==> src/rtl/spi_flash_sequencer_if.sv <==
// Signal bundle between the two word requesters, the byte-level SPI shift
// engine and the flash transaction sequencer.
//
// Handshakes:
//   - req0/req1 are held high by a port until its one-cycle ack0/ack1 pulse;
//     rdata and err are valid in the ack cycle (rdata holds until the next ack).
//   - shift_start is a one-cycle pulse with shift_tx valid in that cycle; the
//     engine answers with a one-cycle shift_done pulse carrying shift_rx. Only
//     one byte is ever outstanding.
interface spi_flash_sequencer_if;
    logic        req0;
    logic        req1;
    logic        we0;
    logic        we1;
    logic [23:0] addr0;
    logic [23:0] addr1;
    logic [31:0] wdata0;
    logic [31:0] wdata1;
    logic        ack0;
    logic        ack1;
    logic [31:0] rdata;
    logic        err;
    logic        busy;
    logic        cs_n;
    logic        shift_start;
    logic [7:0]  shift_tx;
    logic [7:0]  shift_rx;
    logic        shift_done;
    logic [3:0]  dbg_state;

    // Sequencer side
    modport slave (
        input  req0, req1, we0, we1, addr0, addr1, wdata0, wdata1,
        input  shift_rx, shift_done,
        output ack0, ack1, rdata, err, busy, cs_n, shift_start, shift_tx,
        output dbg_state
    );

    // Requesters plus shift engine side
    modport master (
        output req0, req1, we0, we1, addr0, addr1, wdata0, wdata1,
        output shift_rx, shift_done,
        input  ack0, ack1, rdata, err, busy, cs_n, shift_start, shift_tx,
        input  dbg_state
    );
endinterface

==> src/rtl/spi_flash_sequencer.sv <==
// Two-port arbiter and SPI NOR flash transaction sequencer. Expands a 32-bit
// word read into a READ (0x03) frame, and a word write into WREN (0x06),
// PAGE PROGRAM (0x02) and repeated RDSR (0x05) busy-poll frames.
module spi_flash_sequencer #(
    parameter int CS_GAP   = 4,
    parameter int POLL_MAX = 1024
) (
    input logic                  clk,
    input logic                  rst_n,
    spi_flash_sequencer_if.slave bus
);
    localparam int GW = $clog2(CS_GAP + 1);
    localparam int PW = $clog2(POLL_MAX + 1);

    typedef enum logic [3:0] {
        IDLE = 4'd0,
        WREN = 4'd1,
        GAP1 = 4'd2,
        CMD  = 4'd3,
        ADDR = 4'd4,
        DATA = 4'd5,
        GAP2 = 4'd6,
        POLL = 4'd7,
        GAP3 = 4'd8,
        ACK  = 4'd9
    } state_t;

    state_t         state_q, state_d;
    logic           port_q, port_d;     // granted port
    logic           last_q, last_d;     // port granted most recently
    logic           we_q, we_d;
    logic [23:0]    addr_q, addr_d;
    logic [31:0]    wdata_q, wdata_d;
    logic [31:0]    word_q, word_d;     // read word being assembled
    logic [1:0]     byte_cnt_q, byte_cnt_d;
    logic [GW-1:0]  gap_cnt_q, gap_cnt_d;
    logic [PW-1:0]  poll_cnt_q, poll_cnt_d;
    logic           fin_q, fin_d;       // polling finished, next gap ends in ACK
    logic           perr_q, perr_d;     // pending timeout result
    logic           ack0_q, ack0_d;
    logic           ack1_q, ack1_d;
    logic [31:0]    rdata_q, rdata_d;
    logic           err_q, err_d;
    logic           busy_q, busy_d;
    logic           cs_n_q, cs_n_d;
    logic           shift_start_q, shift_start_d;
    logic [7:0]     shift_tx_q, shift_tx_d;

    logic           pick;
    logic           pick_we;
    logic           gap_done;
    logic [PW-1:0]  poll_inc;

    // Round-robin only matters on a tie: the port not served last wins.
    assign pick     = (bus.req0 && bus.req1) ? ~last_q : bus.req1;
    assign pick_we  = pick ? bus.we1 : bus.we0;
    assign gap_done = (gap_cnt_q == GW'(CS_GAP - 1));
    assign poll_inc = poll_cnt_q + PW'(1);

    function automatic logic [7:0] addr_byte(input logic [23:0] a, input logic [1:0] i);
        case (i)
            2'd0:    addr_byte = a[23:16];
            2'd1:    addr_byte = a[15:8];
            default: addr_byte = a[7:0];
        endcase
    endfunction

    function automatic logic [7:0] data_byte(input logic [31:0] w, input logic [1:0] i);
        case (i)
            2'd0:    data_byte = w[31:24];
            2'd1:    data_byte = w[23:16];
            2'd2:    data_byte = w[15:8];
            default: data_byte = w[7:0];
        endcase
    endfunction

    // Next-state and registered-output computation for the sequencer FSM.
    always_comb begin
        state_d       = state_q;
        port_d        = port_q;
        last_d        = last_q;
        we_d          = we_q;
        addr_d        = addr_q;
        wdata_d       = wdata_q;
        word_d        = word_q;
        byte_cnt_d    = byte_cnt_q;
        gap_cnt_d     = gap_cnt_q;
        poll_cnt_d    = poll_cnt_q;
        fin_d         = fin_q;
        perr_d        = perr_q;
        ack0_d        = 1'b0;
        ack1_d        = 1'b0;
        rdata_d       = rdata_q;
        err_d         = err_q;
        busy_d        = busy_q;
        cs_n_d        = cs_n_q;
        shift_start_d = 1'b0;
        shift_tx_d    = shift_tx_q;

        unique case (state_q)
            IDLE: begin
                if (bus.req0 || bus.req1) begin
                    port_d        = pick;
                    last_d        = pick;
                    we_d          = pick_we;
                    addr_d        = pick ? bus.addr1 : bus.addr0;
                    wdata_d       = pick ? bus.wdata1 : bus.wdata0;
                    busy_d        = 1'b1;
                    cs_n_d        = 1'b0;
                    shift_start_d = 1'b1;
                    shift_tx_d    = pick_we ? 8'h06 : 8'h03;
                    state_d       = pick_we ? WREN : CMD;
                    byte_cnt_d    = 2'd0;
                    poll_cnt_d    = '0;
                    fin_d         = 1'b0;
                    perr_d        = 1'b0;
                end
            end
            WREN: begin
                if (bus.shift_done) begin
                    cs_n_d    = 1'b1;
                    gap_cnt_d = '0;
                    state_d   = GAP1;
                end
            end
            GAP1: begin
                gap_cnt_d = gap_cnt_q + GW'(1);
                if (gap_done) begin
                    cs_n_d        = 1'b0;
                    shift_start_d = 1'b1;
                    shift_tx_d    = 8'h02;
                    state_d       = CMD;
                end
            end
            CMD: begin
                if (bus.shift_done) begin
                    shift_start_d = 1'b1;
                    shift_tx_d    = addr_byte(addr_q, 2'd0);
                    byte_cnt_d    = 2'd0;
                    state_d       = ADDR;
                end
            end
            ADDR: begin
                if (bus.shift_done) begin
                    shift_start_d = 1'b1;
                    if (byte_cnt_q == 2'd2) begin
                        shift_tx_d = we_q ? data_byte(wdata_q, 2'd0) : 8'h00;
                        byte_cnt_d = 2'd0;
                        state_d    = DATA;
                    end else begin
                        shift_tx_d = addr_byte(addr_q, byte_cnt_q + 2'd1);
                        byte_cnt_d = byte_cnt_q + 2'd1;
                    end
                end
            end
            DATA: begin
                if (bus.shift_done) begin
                    if (!we_q) begin
                        word_d = {word_q[23:0], bus.shift_rx};
                    end
                    if (byte_cnt_q == 2'd3) begin
                        cs_n_d    = 1'b1;
                        gap_cnt_d = '0;
                        state_d   = GAP2;
                    end else begin
                        shift_start_d = 1'b1;
                        shift_tx_d    = we_q ? data_byte(wdata_q, byte_cnt_q + 2'd1) : 8'h00;
                        byte_cnt_d    = byte_cnt_q + 2'd1;
                    end
                end
            end
            GAP2: begin
                gap_cnt_d = gap_cnt_q + GW'(1);
                if (gap_done) begin
                    if (we_q && !fin_q) begin
                        cs_n_d        = 1'b0;
                        shift_start_d = 1'b1;
                        shift_tx_d    = 8'h05;
                        byte_cnt_d    = 2'd0;
                        state_d       = POLL;
                    end else begin
                        ack0_d  = ~port_q;
                        ack1_d  = port_q;
                        err_d   = perr_q;
                        rdata_d = we_q ? rdata_q : word_q;
                        state_d = ACK;
                    end
                end
            end
            POLL: begin
                if (bus.shift_done) begin
                    if (byte_cnt_q == 2'd0) begin
                        shift_start_d = 1'b1;
                        shift_tx_d    = 8'h00;
                        byte_cnt_d    = 2'd1;
                    end else begin
                        cs_n_d     = 1'b1;
                        gap_cnt_d  = '0;
                        poll_cnt_d = poll_inc;
                        if (!bus.shift_rx[0]) begin
                            fin_d   = 1'b1;
                            perr_d  = 1'b0;
                            state_d = GAP2;
                        end else if (poll_inc >= PW'(POLL_MAX)) begin
                            fin_d   = 1'b1;
                            perr_d  = 1'b1;
                            state_d = GAP2;
                        end else begin
                            state_d = GAP3;
                        end
                    end
                end
            end
            GAP3: begin
                gap_cnt_d = gap_cnt_q + GW'(1);
                if (gap_done) begin
                    cs_n_d        = 1'b0;
                    shift_start_d = 1'b1;
                    shift_tx_d    = 8'h05;
                    byte_cnt_d    = 2'd0;
                    state_d       = POLL;
                end
            end
            ACK: begin
                busy_d  = 1'b0;
                state_d = IDLE;
            end
            default: begin
                state_d = IDLE;
            end
        endcase
    end

    // State and output registers; reset forces cs_n high without a clock.
    always_ff @(posedge clk or negedge rst_n) begin
        if (!rst_n) begin
            state_q       <= IDLE;
            port_q        <= 1'b0;
            last_q        <= 1'b1;
            we_q          <= 1'b0;
            addr_q        <= '0;
            wdata_q       <= '0;
            word_q        <= '0;
            byte_cnt_q    <= '0;
            gap_cnt_q     <= '0;
            poll_cnt_q    <= '0;
            fin_q         <= 1'b0;
            perr_q        <= 1'b0;
            ack0_q        <= 1'b0;
            ack1_q        <= 1'b0;
            rdata_q       <= '0;
            err_q         <= 1'b0;
            busy_q        <= 1'b0;
            cs_n_q        <= 1'b1;
            shift_start_q <= 1'b0;
            shift_tx_q    <= '0;
        end else begin
            state_q       <= state_d;
            port_q        <= port_d;
            last_q        <= last_d;
            we_q          <= we_d;
            addr_q        <= addr_d;
            wdata_q       <= wdata_d;
            word_q        <= word_d;
            byte_cnt_q    <= byte_cnt_d;
            gap_cnt_q     <= gap_cnt_d;
            poll_cnt_q    <= poll_cnt_d;
            fin_q         <= fin_d;
            perr_q        <= perr_d;
            ack0_q        <= ack0_d;
            ack1_q        <= ack1_d;
            rdata_q       <= rdata_d;
            err_q         <= err_d;
            busy_q        <= busy_d;
            cs_n_q        <= cs_n_d;
            shift_start_q <= shift_start_d;
            shift_tx_q    <= shift_tx_d;
        end
    end

    assign bus.ack0        = ack0_q;
    assign bus.ack1        = ack1_q;
    assign bus.rdata       = rdata_q;
    assign bus.err         = err_q;
    assign bus.busy        = busy_q;
    assign bus.cs_n        = cs_n_q;
    assign bus.shift_start = shift_start_q;
    assign bus.shift_tx    = shift_tx_q;
    assign bus.dbg_state   = state_q;
endmodule

==> src/flat_wrapper.sv <==
// flat-port wrapper written by rule: the top's interface ports become plain ports
module spi_flash_sequencer_flat 
#(
    parameter int CS_GAP   = 4,
    parameter int POLL_MAX = 1024
)
  (clk, rst_n, bus_req0, bus_req1, bus_we0, bus_we1, bus_addr0, bus_addr1, bus_wdata0, bus_wdata1, bus_shift_rx, bus_shift_done, bus_ack0, bus_ack1, bus_rdata, bus_err, bus_busy, bus_cs_n, bus_shift_start, bus_shift_tx, bus_dbg_state);
  spi_flash_sequencer_if bus_i ();
  input logic clk;
  input logic rst_n;
  input wire logic [$bits(bus_i.req0)-1:0] bus_req0;
  input wire logic [$bits(bus_i.req1)-1:0] bus_req1;
  input wire logic [$bits(bus_i.we0)-1:0] bus_we0;
  input wire logic [$bits(bus_i.we1)-1:0] bus_we1;
  input wire logic [$bits(bus_i.addr0)-1:0] bus_addr0;
  input wire logic [$bits(bus_i.addr1)-1:0] bus_addr1;
  input wire logic [$bits(bus_i.wdata0)-1:0] bus_wdata0;
  input wire logic [$bits(bus_i.wdata1)-1:0] bus_wdata1;
  input wire logic [$bits(bus_i.shift_rx)-1:0] bus_shift_rx;
  input wire logic [$bits(bus_i.shift_done)-1:0] bus_shift_done;
  output wire logic [$bits(bus_i.ack0)-1:0] bus_ack0;
  output wire logic [$bits(bus_i.ack1)-1:0] bus_ack1;
  output wire logic [$bits(bus_i.rdata)-1:0] bus_rdata;
  output wire logic [$bits(bus_i.err)-1:0] bus_err;
  output wire logic [$bits(bus_i.busy)-1:0] bus_busy;
  output wire logic [$bits(bus_i.cs_n)-1:0] bus_cs_n;
  output wire logic [$bits(bus_i.shift_start)-1:0] bus_shift_start;
  output wire logic [$bits(bus_i.shift_tx)-1:0] bus_shift_tx;
  output wire logic [$bits(bus_i.dbg_state)-1:0] bus_dbg_state;
  assign bus_i.req0 = bus_req0;
  assign bus_i.req1 = bus_req1;
  assign bus_i.we0 = bus_we0;
  assign bus_i.we1 = bus_we1;
  assign bus_i.addr0 = bus_addr0;
  assign bus_i.addr1 = bus_addr1;
  assign bus_i.wdata0 = bus_wdata0;
  assign bus_i.wdata1 = bus_wdata1;
  assign bus_i.shift_rx = bus_shift_rx;
  assign bus_i.shift_done = bus_shift_done;
  assign bus_ack0 = bus_i.ack0;
  assign bus_ack1 = bus_i.ack1;
  assign bus_rdata = bus_i.rdata;
  assign bus_err = bus_i.err;
  assign bus_busy = bus_i.busy;
  assign bus_cs_n = bus_i.cs_n;
  assign bus_shift_start = bus_i.shift_start;
  assign bus_shift_tx = bus_i.shift_tx;
  assign bus_dbg_state = bus_i.dbg_state;
  spi_flash_sequencer #(.CS_GAP(CS_GAP), .POLL_MAX(POLL_MAX)) u_core (.clk(clk), .rst_n(rst_n), .bus(bus_i));
endmodule
==> config.mk <==
export PLATFORM = sky130hd
export DESIGN_NAME = spi_flash_sequencer_flat
export DESIGN_NICKNAME = d
export VERILOG_FILES = /design/src/rtl/spi_flash_sequencer_if.sv /design/src/rtl/spi_flash_sequencer.sv /design/src/flat_wrapper.sv
export SDC_FILE = /design/constraint.sdc
export NUM_CORES = 1
export LEC_CHECK = 0
export BUFFER_PORTS_ARGS = -buffer_cell sky130_fd_sc_hd__buf_2
export CAP_MARGIN = 20
export CORE_ASPECT_RATIO = 0.7
export CORE_MARGIN = 4
export CORE_UTILIZATION = 49
export DETAILED_ROUTE_END_ITERATION = 8
export PLACE_DENSITY = 0.74
export SYNTH_ARGS = -nofsm -noshare
export SYNTH_HDL_FRONTEND = slang
export SYNTH_SLANG_ARGS = --single-unit
==> constraint.sdc <==
create_clock -name clk -period 2.1 [get_ports clk]
set_clock_uncertainty 0.2 [all_clocks]
set_input_delay 0.21 -clock clk [delete_from_list [all_inputs] [get_ports clk]]
set_output_delay 0.21 -clock clk [all_outputs]
set_load 0.01 [all_outputs]
Word-level counts from Yosys, hierarchy flattened
Index checks and enable logic that the tools add are counted.
- register bits after elaboration: 159
- input port bits: 127
- output and inout port bits: 50
- logic and storage cells: 185
- $add $sub $neg: 3
- magnitude comparators: 1
- eq/ne operators: 31
- mux-type cells: 98
- bitwise operators: 4
- reduce and logical (&&, ||, !) cells: 28
- operators by type and width (operator ; number):
    2-to-1 mux 8 bit ; 14
    one-hot mux 8 bit (8 select lines) ; 1
    2-to-1 mux 4 bit ; 15
    one-hot mux 4 bit (9 select lines) ; 1
    2-to-1 mux 1 bit ; 34
    2-to-1 mux 11 bit ; 3
    2-to-1 mux 32 bit ; 1
    2-to-1 mux 2 bit ; 12
    2-to-1 mux 24 bit ; 1
    one-hot mux 8 bit (3 select lines) ; 1
    AND reduction 12 bit ; 2
    one-hot mux 11 bit (2 select lines) ; 1
    2-to-1 mux 3 bit ; 6
    inequality test 2 x 1 -> 1 bit (second input constant) ; 9
    == test 4 x 3 -> 1 bit (second input constant) ; 4
    one-hot mux 8 bit (2 select lines) ; 1
    inequality test 2 bit (second input constant) ; 7
    one-hot mux 2 bit (7 select lines) ; 1
    one-hot mux 1 bit (6 select lines) ; 2
    one-hot mux 3 bit (4 select lines) ; 1
    adder 11 x 1 -> 11 bit (second input constant) ; 1
    >= comparator 11 bit (second input constant) ; 1
    AND reduction 11 bit ; 1
    AND reduction 10 bit ; 1
    28 further kinds ; 44

Depth between registers and ports, before layout
- word-level depth: 7
- gate-level depth with buffers: 8
- depth with buffers taken out: 7

Least setup slack after synthesis
Ideal clock, no wire load.
- kind: reg2reg
- start point: register u_core.gap_cnt_q[0]
- end point: register u_core.state_q[2] (netlist: u_core.bus.dbg_state[2])
- library setup time: 0.129 ns
- data arrival time: 1.948 ns
- data required time: 1.771 ns
- setup slack: -0.176 ns
- cell stages (with the launch flop): 8
- buffers on the path: 0
- period minus slack after synthesis: 2.276 ns
- cells stage by stage: dfrtp_1 > ha_1 > ha_1 > mux2_4 > o32a_1 > nand4_4 > a311oi_1 > a2111o_1
- word-level cells in the longest chain between the ends: 3
- elaborated cells on any way between the ends: 5
- classes of those cells: 4 x eq/ne; 1 x reduce/logical
- RTL lines (item ; line ; RTL):
    start, declared ; spi_flash_sequencer.sv:36 ; logic [GW-1:0] gap_cnt_q, gap_cnt_d;
    start signal, assigned ; spi_flash_sequencer.sv:266 ; gap_cnt_q <= gap_cnt_d;
    == test 3 x 2 -> 1 bit (*) ; spi_flash_sequencer.sv:57 ; assign gap_done = (gap_cnt_q == GW'(CS_GAP - 1));
    inequality test 2 x 1 -> 1 bit (no line) ; - ;
    AND reduction 12 bit (no line) (*) ; - ;
    end signal, assigned ; spi_flash_sequencer.sv:258 ; state_q <= state_d;
    end, declared ; spi_flash_sequencer.sv:28 ; state_t state_q, state_d;
Mark *: on every way between the ends. The rest lies on a longest branch, timed or not.
A chain may end at the register's enable or synchronous reset.

Worst setup path after layout
- start point: register u_core.byte_cnt_q[0]
- end point: register u_core.shift_tx_q[0] (netlist: u_core.bus.shift_tx[0])
- word-level cells in the longest chain between the ends: 7
- elaborated cells on any way between the ends: 18
- classes of those cells: 1 x add/sub; 6 x eq/ne; 8 x mux; 3 x reduce/logical
- RTL lines (item ; line ; RTL):
    start, declared ; spi_flash_sequencer.sv:35 ; logic [1:0] byte_cnt_q, byte_cnt_d;
    start signal, assigned ; spi_flash_sequencer.sv:265 ; byte_cnt_q <= byte_cnt_d;
    adder 2 x 1 -> 2 bit ; spi_flash_sequencer.sv:151, spi_flash_sequencer.sv:167 ;
    == test 2 bit, or another cell as far along ; spi_flash_sequencer.sv:69 ; case (i)
    one-hot mux 8 bit (3 select lines) ; spi_flash_sequencer.sv:69 ;
    2-to-1 mux 8 bit ; spi_flash_sequencer.sv:167 ; shift_tx_d = we_q ? data_byte(wdata_q, byte_cnt_q + 2'd1) : 8'h00;
    2-to-1 mux 8 bit ; spi_flash_sequencer.sv:161 ; if (byte_cnt_q == 2'd3) begin
    2-to-1 mux 8 bit ; spi_flash_sequencer.sv:157 ; if (bus.shift_done) begin
    one-hot mux 8 bit (8 select lines) ; spi_flash_sequencer.sv:100 ; unique case (state_q)
    end signal, assigned ; spi_flash_sequencer.sv:277 ; shift_tx_q <= shift_tx_d;
    end, declared ; spi_flash_sequencer.sv:47 ; logic [7:0] shift_tx_q, shift_tx_d;
Several ways; a longest one is shown, not always the timed one. The select of a mux whose other input is x is not followed.

==> results_dict.tcl <==
set metrics [dict create \
    rsz0062_at_grt "true" \
    crit_end "u_core.bus.shift_tx[0]" \
    cts-root-buf "clkbuf_16" \
    insertion_delay_ns 0.44 \
    die_h_um 115 \
    fmax_mhz 400 \
    ant_nets 0 \
    busiest_layer "met2" \
    worst_r2r_path_depth 8 \
    fin_crit_sh_pct 119 \
    cts_buffers 17 \
    slew_headroom_pct 57.1 \
    grt_max_degree 52 \
    yosys.area.top_type_share_pct 49.0 \
    async_flop_share_pct 100 \
    post-route-util_pct 78.9 \
    endpoint_kind "flip-flop" \
    netlist_area_um2 8020 \
    hold_viol 0 \
    timing.critical_path.buf_inv 2 \
    grtUsageMet1_pct 38.9 \
    synth_cells 732 \
    hp-class "in -> async" \
    path_clk_slew_ns 0.07 \
    drt-initial-drc-count 1070 \
    setup_viol 78 \
    port_buffers 176 \
    crit_type "reg -> reg" \
    ys_seq_area_share_pct 49.7 \
    gp_congestion 0.957 \
    rr_endpoint "u_core.bus.shift_tx[0]" \
    rr_startpoint "u_core.byte_cnt_q[0]" \
    clockBufferDepth 2 \
    nFillCells 896 \
    coreArea_um2 15800 \
    syn_nets 867 \
    met2_usage_pct 47.7 \
    vias 8097 \
    crit_slowest_cell "dfrtp_2" \
    final_cell_mix "176 x buf_2, 153 x dfrtp_1, 123 x dlygate4sd3_1" \
    outcome "finished with violations" \
    grt_pass1_wl_um 43100 \
    critPathTopFamily "compound AO/OA/AOI/OAI gates" \
    cp.depth 8 \
    ys_warn_count 0 \
    synth_area_per_cell_um2 10.9 \
    setup.worst_path.start "u_core.byte_cnt_q[0]" \
    grt_pass1_vias 8026 \
    min_period_ns 2.50 \
    start_util_pct 50.8 \
    p_per_area_nw_per_um2 1270 \
    cap_violations 0 \
    ioPinCount 177 \
    ir_drop_uv 669 \
    die_width_um 161 \
    nets 1261 \
    vias_per_cell 5.95 \
    worstPathMaxFanout 6 \
    drt_wl_total_um 30900 \
    drv_slew 0 \
    rows 38 \
    cellLeakagePower_nw 5.95 \
    yosys-top-cells-area "dfrtp_1 49%, mux2_2 9.0%, mux2i_1 7.9%, o21ai_0 4.9%, nand2_1 4.5%" \
    die-area_um2 18500 \
    cts_tree "built" \
    tightest_slew_ns 0.625 \
    drtPass1Iterations 6 \
    layout_commonest_cell "buf_2" \
    holdWs_ns 0.0562 \
    h-tree-depth 4 \
    synth.distinct_cells 80 \
    fin_ws_ns -0.401 \
    grt_remaining_overflow 0 \
    wl_per_cell_um 22.7 \
    synth_top_area_cell "dfrtp_1" \
    cts.sinks 159 \
    dominantRegCellSynth "dfrtp_1" \
    antenna_found_initial 1 \
    crit_path_cell_trace "buf_12, ha_4, buf_6, a222oi_1, o21ai_1, a221oi_2, nand3_1, mux2_4" \
    syn_to_final_growth_pct 55.3 \
    reg2reg_slack_ns -0.40 \
    start_kind "flip-flop" \
    cp.arrival_ns 2.63 \
    critPathMaxStageDelay_ns 0.47 \
    drc 0 \
    synth-edff-count 0 \
    violations "negative setup slack" \
    globalRouteMet3Util_pct 7.52 \
    synth_seq_cells 159 \
    drive_above_1_share_pct 42.4 \
    grt_usage_pct 29.6 \
    hpwl_um 15900 \
    required_ns 2.23 \
]
-- cell type report --
cell class	count	area, um2	area share [%]
multi-input combinational	511	4120	33.1
sequential	159	3990	32.0
timing repair buffer	423	3400	27.3
clock buffer	18	439	3.53
tap	220	275	2.21
clock inverter	14	165	1.33
inverter	14	52.6	0.422
antenna	2	5.00	0.0402
-- worst min path at each step --
stage / depth (start not counted) / to / slack, ns / start
2_1_floorplan: 0 / u_core.addr_q[0] / -0.29 / rst_n
3_5_place_dp: 1 / u_core.wdata_q[22] / -0.04 / rst_n
6_report: 2 / u_core.wdata_q[22] / 0.06 / rst_n
5_1_grt: 2 / u_core.wdata_q[22] / 0.11 / rst_n
3_3_place_gp: 1 / u_core.wdata_q[22] / -0.04 / rst_n
4_1_cts: 3 / u_core.we_q / 0.03 / bus_we1
-- cell families after synthesis --
kind of cell	after synthesis	synth area share, %
AO/OA/AOI/OAI	165	13.6
XOR/XNOR	6	0.656
buffers and inverters	63	4.42
AND/OR/NAND/NOR	198	12.7
multiplexers	133	17.7
flip-flops	159	49.7
adder cells (fa/ha/maj)	8	1.25
-- report_power, final --
part           switching [mW]  total (mW)  internal (mW)
logic                    3.82        7.37           3.55
clock network            1.45        3.19           1.73
registers                1.01        5.20           4.18
total                    6.28        15.7           9.47
-- per-stage QoR --
| stage | total power [mW] | std cells | TNS [ns] | cell area, um2 | setup WS [ns] |
|---|---|---|---|---|---|
| after floorplan | 8.32 | 732 | -0.185 | 8050 | -0.0950 |
| after global placement | 10.4 | 1172 | -4.17 | 9730 | -0.195 |
| after detailed placement | 10.5 | 1172 | -6.62 | 9730 | -0.205 |
| after CTS | 14.2 | 1334 | -3.49 | 11800 | -0.114 |
| after global routing | 16.4 | 1360 | -10.14 | 12400 | -0.437 |
| final | 15.7 | 1361 | -7.43 | 12400 | -0.401 |
-- synth_stat cells, types with 5 or more instances --
cell        n
nor2b_1    12
inv_1      13
nor2_1     28
a222oi_1    9
a22o_1      6
clkbuf_1   20
a21oi_1    16
o21ai_0    78
dfrtp_1   157
nand2b_1    6
ha_1        8
mux2_1      5
o31ai_1     7
mux2i_1    63
a22oi_1    10
nand3_1    10
nor3_1      8
clkbuf_8    7
buf_2      16
nand2_1    97
mux2_2     64
-- timing repair --
item	CTS	global route
buffers inserted	7	17
hold buffers	123	0
gates resized for setup	39	131
pin swaps	20	20
hold endpoints to repair	222	0
cloned	0	9
endpoints found under the setup margin	87	85
-- layer usage --
| layer | vias up | share of wire (%) |
|---|---|---|
| li1 | 3447 | - |
| met1 | 3948 | 39 |
| met2 | 556 | 46 |
| met3 | 146 | 9.7 |
| met4 | 0 | 4.7 |
| met5 | - | 0 |
-- worst reg2reg max path, cell delays in order (launching register included) --
cell and delay, ns:
dfrtp_2 0.47, buf_12 0.15, ha_4 0.17, buf_6 0.13, a222oi_1 0.42, o21ai_1 0.21
a221oi_2 0.26, nand3_1 0.12, mux2_4 0.28
-- registers in the layout, summed over array words and instances (netlist names) --
name and count:
u_core.bus.busy 1, u_core.bus.shift_start 1, u_core.poll_cnt_q 11, u_core.bus.dbg_state 4, u_core.bus.ack1 1, u_core.byte_cnt_q 2
u_core.wdata_q 32, u_core.bus.cs_n 1, u_core.perr_q 1, u_core.addr_q 24, u_core.bus.err 1, u_core.port_q 1
u_core.fin_q 1, u_core.last_q 1, u_core.we_q 1, u_core.bus.ack0 1, u_core.bus.rdata 32, u_core.gap_cnt_q 3
u_core.bus.shift_tx 8, u_core.word_q 32
(Power assumes the default switching activity.)
